--- src/rtl/fpe_pkg.sv ---
// Shared FPE vector datapath constants and index type.
// Defaults here size the vector register file and its decoder-facing scoreboard.
package fpe_pkg;

    localparam int FPE_VEC_W     = 256;
    localparam int FPE_NUM_VREGS = 8;

    typedef logic [$clog2(FPE_NUM_VREGS)-1:0] vreg_idx_t;

endpackage

--- src/rtl/vrf_read_port.sv ---
// One registered read port with write-through bypass; 1-cycle latency.
// No backpressure: a request is always accepted and valid follows it by one edge.
module vrf_read_port
    import fpe_pkg::*;
#(
    parameter int  DATA_W   = FPE_VEC_W,
    parameter int  NUM_REGS = FPE_NUM_VREGS,
    localparam int SEL_W    = $clog2(NUM_REGS)
) (
    input  logic              clk,
    input  logic              rst_n,
    input  logic [DATA_W-1:0] regs [NUM_REGS],
    input  logic              wr0_vld,
    input  logic [DATA_W-1:0] wr0_dat,
    input  logic              ex_vld,
    input  logic [SEL_W-1:0]  ex_sel,
    input  logic [DATA_W-1:0] ex_dat,
    input  logic              rd,
    input  logic [SEL_W-1:0]  rd_sel,
    output logic [DATA_W-1:0] rd_dat,
    output logic              rd_vld
);

    logic [DATA_W-1:0] data_q, data_d;
    logic              vld_q, vld_d;

    // ex_vld is already qualified against the feature-load conflict, so the
    // two bypass sources never both target register 0 with different data.
    always_comb begin
        data_d = data_q;
        vld_d  = rd;
        if (rd) begin
            if (wr0_vld && (rd_sel == '0)) begin
                data_d = wr0_dat;
            end else if (ex_vld && (ex_sel == rd_sel)) begin
                data_d = ex_dat;
            end else begin
                data_d = regs[rd_sel];
            end
        end
    end

    always_ff @(posedge clk or negedge rst_n) begin
        if (!rst_n) begin
            data_q <= '0;
            vld_q  <= 1'b0;
        end else begin
            data_q <= data_d;
            vld_q  <= vld_d;
        end
    end

    assign rd_dat = data_q;
    assign rd_vld = vld_q;

endmodule

--- src/rtl/vector_regfile_banked.sv ---
// Vector register file: two 1-cycle registered read ports, one execute write plus
// priority feature-load into reg 0, and an advisory busy scoreboard; no backpressure.
module vector_regfile_banked
    import fpe_pkg::*;
#(
    parameter int  DATA_W   = FPE_VEC_W,
    parameter int  NUM_REGS = FPE_NUM_VREGS,
    localparam int SEL_W    = $clog2(NUM_REGS)
) (
    input  logic                clk,
    input  logic                rst_n,
    input  logic                wr_rf,
    input  logic [SEL_W-1:0]    wr_sel,
    input  logic [DATA_W-1:0]   wrf_data,
    input  logic                wrf0_data_v,
    input  logic [DATA_W-1:0]   wrf0_data,
    input  logic                rd_a,
    input  logic [SEL_W-1:0]    rd_a_sel,
    output logic [DATA_W-1:0]   rrf_a_data,
    output logic                rrf_a_data_v,
    input  logic                rd_b,
    input  logic [SEL_W-1:0]    rd_b_sel,
    output logic [DATA_W-1:0]   rrf_b_data,
    output logic                rrf_b_data_v,
    input  logic                busy_set,
    input  logic [SEL_W-1:0]    busy_set_sel,
    output logic [NUM_REGS-1:0] busy_vec,
    output logic                wr_conflict
);

    logic [DATA_W-1:0]   regs_q [NUM_REGS];
    logic [DATA_W-1:0]   regs_d [NUM_REGS];
    logic [NUM_REGS-1:0] busy_q, busy_d;
    logic                conflict_q, conflict_d;
    logic                ex_drop;
    logic                ex_vld;

    assign ex_drop = wr_rf && wrf0_data_v && (wr_sel == '0);
    assign ex_vld  = wr_rf && !ex_drop;

    // Busy clears only where a write actually lands; a same-cycle set wins
    // because it marks a newly issued op.
    always_comb begin
        regs_d     = regs_q;
        busy_d     = busy_q;
        conflict_d = ex_drop;
        if (ex_vld) begin
            regs_d[wr_sel] = wrf_data;
            busy_d[wr_sel] = 1'b0;
        end
        if (wrf0_data_v) begin
            regs_d[0] = wrf0_data;
            busy_d[0] = 1'b0;
        end
        if (busy_set) begin
            busy_d[busy_set_sel] = 1'b1;
        end
    end

    always_ff @(posedge clk or negedge rst_n) begin
        if (!rst_n) begin
            regs_q     <= '{default: '0};
            busy_q     <= '0;
            conflict_q <= 1'b0;
        end else begin
            regs_q     <= regs_d;
            busy_q     <= busy_d;
            conflict_q <= conflict_d;
        end
    end

    assign busy_vec    = busy_q;
    assign wr_conflict = conflict_q;

    vrf_read_port #(
        .DATA_W   (DATA_W),
        .NUM_REGS (NUM_REGS)
    ) u_port_a (
        .clk     (clk),
        .rst_n   (rst_n),
        .regs    (regs_q),
        .wr0_vld (wrf0_data_v),
        .wr0_dat (wrf0_data),
        .ex_vld  (ex_vld),
        .ex_sel  (wr_sel),
        .ex_dat  (wrf_data),
        .rd      (rd_a),
        .rd_sel  (rd_a_sel),
        .rd_dat  (rrf_a_data),
        .rd_vld  (rrf_a_data_v)
    );

    vrf_read_port #(
        .DATA_W   (DATA_W),
        .NUM_REGS (NUM_REGS)
    ) u_port_b (
        .clk     (clk),
        .rst_n   (rst_n),
        .regs    (regs_q),
        .wr0_vld (wrf0_data_v),
        .wr0_dat (wrf0_data),
        .ex_vld  (ex_vld),
        .ex_sel  (wr_sel),
        .ex_dat  (wrf_data),
        .rd      (rd_b),
        .rd_sel  (rd_b_sel),
        .rd_dat  (rrf_b_data),
        .rd_vld  (rrf_b_data_v)
    );

endmodule

--- config.mk ---
export PLATFORM = sky130hd
export DESIGN_NAME = vector_regfile_banked
export DESIGN_NICKNAME = d
export VERILOG_FILES = /design/src/rtl/fpe_pkg.sv /design/src/rtl/vrf_read_port.sv /design/src/rtl/vector_regfile_banked.sv
export SDC_FILE = /design/constraint.sdc
export NUM_CORES = 2
export LEC_CHECK = 0
export CAP_MARGIN = 10
export CORE_UTILIZATION = 65
export CTS_CLUSTER_DIAMETER = 200
export DETAILED_ROUTE_END_ITERATION = 6
export DONT_BUFFER_PORTS = 1
export PLACE_DENSITY = 0.82
export SKIP_LAST_GASP = 1
export SLEW_MARGIN = 30
export SYNTH_ARGS = -nofsm -noshare
export SYNTH_HDL_FRONTEND = slang
export SYNTH_SLANG_ARGS = --single-unit
--- constraint.sdc ---
create_clock -name clk -period 1.65 [get_ports clk]
set_input_delay 0.165 -clock clk [delete_from_list [all_inputs] [get_ports clk]]
set_output_delay 0.165 -clock clk [all_outputs]
set_load 0.005 [all_outputs]
==> key figures, run 1 <==
Synth
  – Largest family of logic cells by synthesized area: multiplexers
  – Distinct cells, synth: 39
  – Seq/Total Area, Yosys: about 46%
  – Main flop type after synthesis: dfrtp_1
  – Synth Net Count: 10900
  – Mapped Area: 0.139 mm2
  – Post-synth EDFFs: 0
  – Avg Cell Area, Syn: between 10 and 15 um2
  – Ys async rst share: between 90% and 100%
  – Syn Inst Count: slightly above 10000
  – Mux cell area share after synthesis: between 30 and 40%
  – Synth top area share: a little under half
  – Ranking of synthesized cells by area: dfrtp_1 46%, mux2_2 19%, mux4_2 17%, clkbuf_1 2.2%, mux2i_1 1.9%
  – Xor/xnor share of the synthesized area: 0.0378%
  – Syn. warnings: 0
  – Adder-Cell Fraction of Synth Area: 0%
  – Synth area leader: dfrtp_1
  – Synth Area in Simple Gates: 2.25%
  – Compound-Gate Fraction of Synth Area: under 10%
  – Synth Register Bits: between 2000 and 3000

Place
  – Port Buf Inserts: 0
  – GP Congestion: 0.926
  – Placed inst area: between 0.1 and 0.15 mm2
  – Detail Placement HPWL: ~270000 um

Global routing
  – Pin count of the biggest net entering global routing: 517
  – GRT Total Usage: between 60% and 70%
  – Grt ovf: 31

Floorplan
  – Chip height: between 400 and 500 um
  – Initial Utilization: around 65%
  – Site row count: about 170
  – Die width: about 460 um
  – I/O pin count: 1054

Outcome
  – Run Error: [ERROR GRT-0232] Routing congestion too high. Check the congestion heatmap in the GUI.
  – Stop stage: global routing
  – Status: stopped before the end

Clock network
  – Inserted Clock Buffers: 284
  – Clock Sinks: between 2000 and 3000
  – CTS Buffer Depth: 4
  – Root Driver: clkbuf_16
  – H-tree depth: 5
-- cell families after synthesis --
kind of cell	after synthesis
mux	3584
xor+xnor	6
compound gates	1835
buf+inv	1552
flops	2571
simple gates	774
-- synth_stat cells, drive strengths merged (3+ instances only) --
| cell | n |
|---|---|
| a211oi | 327 |
| a21oi | 185 |
| and2 | 5 |
| buf | 415 |
| clkbuf | 807 |
| dfrtp | 2571 |
| inv | 330 |
| mux2 | 2302 |
| mux2i | 258 |
| mux4 | 1024 |
| nand2 | 264 |
| nand2b | 4 |
| nand3 | 6 |
| nor2 | 370 |
| nor2b | 3 |
| nor3 | 112 |
| o21a | 216 |
| o21ai | 372 |
| o221a | 183 |
| o22ai | 218 |
| o31ai | 216 |
| o32ai | 113 |
| or4b | 3 |
| xnor2 | 6 |
-- what timing repair did --
action | in CTS
hold buffers | 1101
resized for setup | 300
cloned | 20
setup endpoints to repair | 1212
pin swaps | 79
hold endpoints to repair | 3675
setup buffers | 59
-- per-layer routing --
metal  global-route usage (%)  overflow
met1                     64.7         6
met2                     80.1        12
met3                     48.8         4
met4                     57.3         8
met5                     17.6         1
-- stage by stage --
stage               instances  util (%)  worst slack, ps
floorplan               10300         -             -259
global placement        12700      68.5            -3100
detailed placement      12700      68.6            -3440
CTS                     14300      79.4             -118
==> inputs of run 2 (changes only) <==
- CORE_UTILIZATION: 65 -> 40
- CTS_CLUSTER_DIAMETER: 200 -> unset
- PLACE_DENSITY: 0.82 -> unset
- PLACE_DENSITY_LB_ADDON: unset -> 0.15
==> run 2 against run 1 <==
Against the previous run: the flow now finishes, with violations (design-rule violations, negative hold slack, max-slew violations, negative setup slack); area after synthesis is the same; synthesized cell count unchanged.
==> key figures, run 2 <==
Worst setup path
  – FF-to-FF setup slack: -200 ps
  – Reg2reg path depth: 5
  – Reg2reg end: u_port_a.rd_dat[228]
  – Startpoint types: input pin
  – WS Path Type: input pin to flop
  – CP max-delay cell: xnor2_1
  – Worst Setup End Kind: flop
  – Launch point of the worst reg-to-reg path: regs_q[2020]
  – Crit path largest cell delay: between 800 and 900 ps
  – Worst-path fanout max: about 260
  – Required @ worst endpoint: approximately 2400 ps
  – Cell Chain, Critical Path: xnor2_1 -> buf_4 -> nand3_4 -> buf_12 -> buf_12 -> buf_4 -> o31ai_1 -> o22ai_1
  – Critical path arrival: between 3000 and 4000 ps

Cells and area
  – Register bank with the most flops: regs_q
  – Fillcell total: between 20000 and 30000
  – Largest register FFs: 2048
  – Final net count: 11700
  – Commonest non-fill, non-tap cell in the layout: dfrtp_1
  – Commonest cells after routing, fill and taps aside: 2528 x dfrtp_1, 2180 x mux2_2, 1024 x mux4_2, 805 x dlygate4sd3_1, 572 x buf_4
  – Final core occ: 49.8%
  – Layout Area Growth over Synthesis: 23.9%
  – Ratio of cells with drive above 1 in the final layout: 46.3%

Floorplan
  – Site row count: 216 (was 169)
  – Die width: 591 um (was 464 um)
  – Initial Utilization: 40.2% (was 65.5%)
  – Floorplan core area: about 0.35 mm2
  – Chip height: 591 um (was 464 um)
  – Die ar.: 0.350 mm2
  – I/O pin count: 1054 (unchanged)

Synth
  – Avg Cell Area, Syn: 13.5 um2 (unchanged)
  – Adder-Cell Fraction of Synth Area: 0% (unchanged)
  – Main flop type after synthesis: dfrtp_1 (unchanged)
  – Xor/xnor share of the synthesized area: 0.0378% (unchanged)
  – Synth Area in Simple Gates: 2.25% (unchanged)
  – Synth Net Count: 10900 (unchanged)
  – Seq/Total Area, Yosys: 46.3% (unchanged)
  – Syn. warnings: 0 (unchanged)
  – Distinct cells, synth: 39 (unchanged)
  – Compound-Gate Fraction of Synth Area: 9.68% (unchanged)
  – Mux cell area share after synthesis: 37.1% (unchanged)
  – Ranking of synthesized cells by area: dfrtp_1 46%, mux2_2 19%, mux4_2 17%, clkbuf_1 2.2%, mux2i_1 1.9% (unchanged)
  – Synth Register Bits: 2571 (unchanged)
  – Post-synth EDFFs: 0 (unchanged)
  – Most frequent cell after synthesis: dfrtp_1 (unchanged)
  – Largest family of logic cells by synthesized area: multiplexers (unchanged)
  – Synth area leader: dfrtp_1 (unchanged)
  – Mapped Area: 0.139 mm2 (unchanged)
  – Syn Inst Count: 10300 (unchanged)
  – Synth top area share: 46.3% (unchanged)
  – Commonest cells in the synthesized netlist: 2571 x dfrtp_1, 2302 x mux2_2, 1024 x mux4_2, 807 x clkbuf_1, 371 x o21ai_0 (unchanged)
  – Ys async rst share: 100% (unchanged)

Global routing
  – GRT Total Usage: 29.1%
  – Grt ovf: 0
  – Pin count of the biggest net entering global routing: 520
  – Global-route wire length before repair: 753000 um
  – Initial antenna violation count: 158
  – Vias in the first global route: 103000

Outcome
  – Status: complete, but fails checks (was stopped before the end)
  – Failing checks: design-rule violations, negative hold slack, max-slew violations, negative setup slack

Place
  – Port Buf Inserts: 0 (unchanged)
  – GP Congestion: 0.831 (was 0.926)
  – Detail Placement HPWL: 303000 um (was 268000 um)
  – Worst slack at placement: -2650 ps (was -3440 ps)

Timing
  – Final setup viols: ~450
  – Worst hold slack: -1050 ps
  – Tcrit/Tclk final: 161%
  – Minimum clock period: between 2000 and 3000 ps
  – Setup WS post-layout: -1010 ps
  – Worst Tran Pin Value: between 2000 and 2500 ps
  – Setup TNS: -244710 ps
  – Max Freq: approximately 380 MHz
  – Fin. Hold Viols: 784
  – Unrepaired setup endpoints after global routing: true
  – Clock skew: roughly 50 ps
  – Slew headroom: -58.7%
  – Final max-slew violation count: 334

Clock network
  – Worst skew pair latency: between 900 and 1000 ps
  – CTS Buffer Depth: 4 (unchanged)
  – Clock Sinks: 2571 (unchanged)
  – Root Driver: clkbuf_16 (unchanged)
  – CTS tree: yes
  – Inserted Clock Buffers: 305 (was 284)
  – H-tree depth: 5 (unchanged)
  – Clk pin slew, worst setup/hold paths: 60 ps

Detailed routing
  – # DRC: 1
  – WL final: about 540000 um
  – DR iter-0 viols: just under 10000
  – Via density: 6.29
  – Antenna Nets Post-Route: 0
  – Drt first pass iters: 7
  – Routed vias: just over 100k
  – Avg WL per Cell: roughly 33 um

Power and ir drop
  – PwrDens: between 1000 and 1500 mW/mm2
  – Leak: around 69 nW
  – VDD IR max: a little under 1 mV

Min path
  – Type of the most critical hold path: input pin to async pin

Flow run
  – MaxCap Viol Count: 0
-- run 2: logic make-up after synthesis --
group,count (synthesis)
AND/OR/NAND/NOR,774
flip-flops,2571
multiplexers,3584
buffers and inverters,1552
AO/OA/AOI/OAI,1835
XOR/XNOR,6
-- run 2: per-stage QoR --
stage | power (W) | hold slack (ps) | area [um2] | instances
final | 0.207 | -1050 | 172000 | 16100
after global routing | 0.215 | -1100 | 172000 | 16000
after CTS | 0.205 | -1130 | 169000 | 15800
after global placement | 0.129 | -124 | 148000 | 14400
after detailed placement | 0.130 | -124 | 148000 | 14400
after floorplan | 0.116 | -131 | 140000 | 10300
-- run 2: power by group --
part           switching [W]  total, W  internal (W)  leakage (nW)
sequential            0.0115    0.0878        0.0764          30.9
clock                 0.0289    0.0692        0.0404          4.96
combinational         0.0207    0.0500        0.0293          33.1
total                 0.0610     0.207         0.146          69.0
-- run 2: worst max-delay path: cells and delay by family --
family                    cells  cell delay [ps]
xor gates and xnor gates      1              880
buffers and inverters         4              750
AOI/OAI and AO/OA             2              370
and+or+nand+nor               1              100
-- run 2: layer usage --
metal,vias to the layer above,GRT usage [%],wire length [um]
li1,41100,-,-
met1,54200,38.9,219000
met2,4527,45.7,247000
met3,1123,6.96,45300
met4,108,11.3,23900
met5,-,0,732
-- run 2: final cells by class --
class | count | area, um2 | share of cell area, %
multi-input combinational | 6199 | 70100 | 40.7
clock buffer | 437 | 8840 | 5.13
tap | 4578 | 5730 | 3.33
inverter | 330 | 1240 | 0.719
sequential | 2571 | 64400 | 37.4
antenna | 124 | 310 | 0.180
clock inverter | 97 | 1240 | 0.718
timing repair buffer | 1730 | 20300 | 11.8
-- run 2: what timing repair did --
item | 4_1_cts | 5_1_grt
hold endpoints to repair | 3377 | 1232
setup endpoints to repair | 1840 | 606
hold buffers | 810 | 19
cloned | 43 | 30
gates resized for setup | 291 | 155
setup buffers | 23 | 33
pin swaps | 70 | 48
-- run 2: how the worst max path moves through the flow --
stage	start	end	slack, ps	cells after the start
after detailed placement	rst_n	regs_q[1916]	-2650	9
after floorplan	wr_sel[2]	u_port_b.rd_dat[101]	-260	9
after global placement	rst_n	regs_q[1916]	-3220	5
after CTS	u_port_b.rd_dat[17]	rrf_b_data[17]	-210	2
after global routing	rd_b_sel[0]	u_port_b.rd_dat[109]	-460	8
final	rd_b_sel[0]	u_port_b.rd_dat[133]	-1010	8
Note: power is estimated with default switching activity, not from simulation.
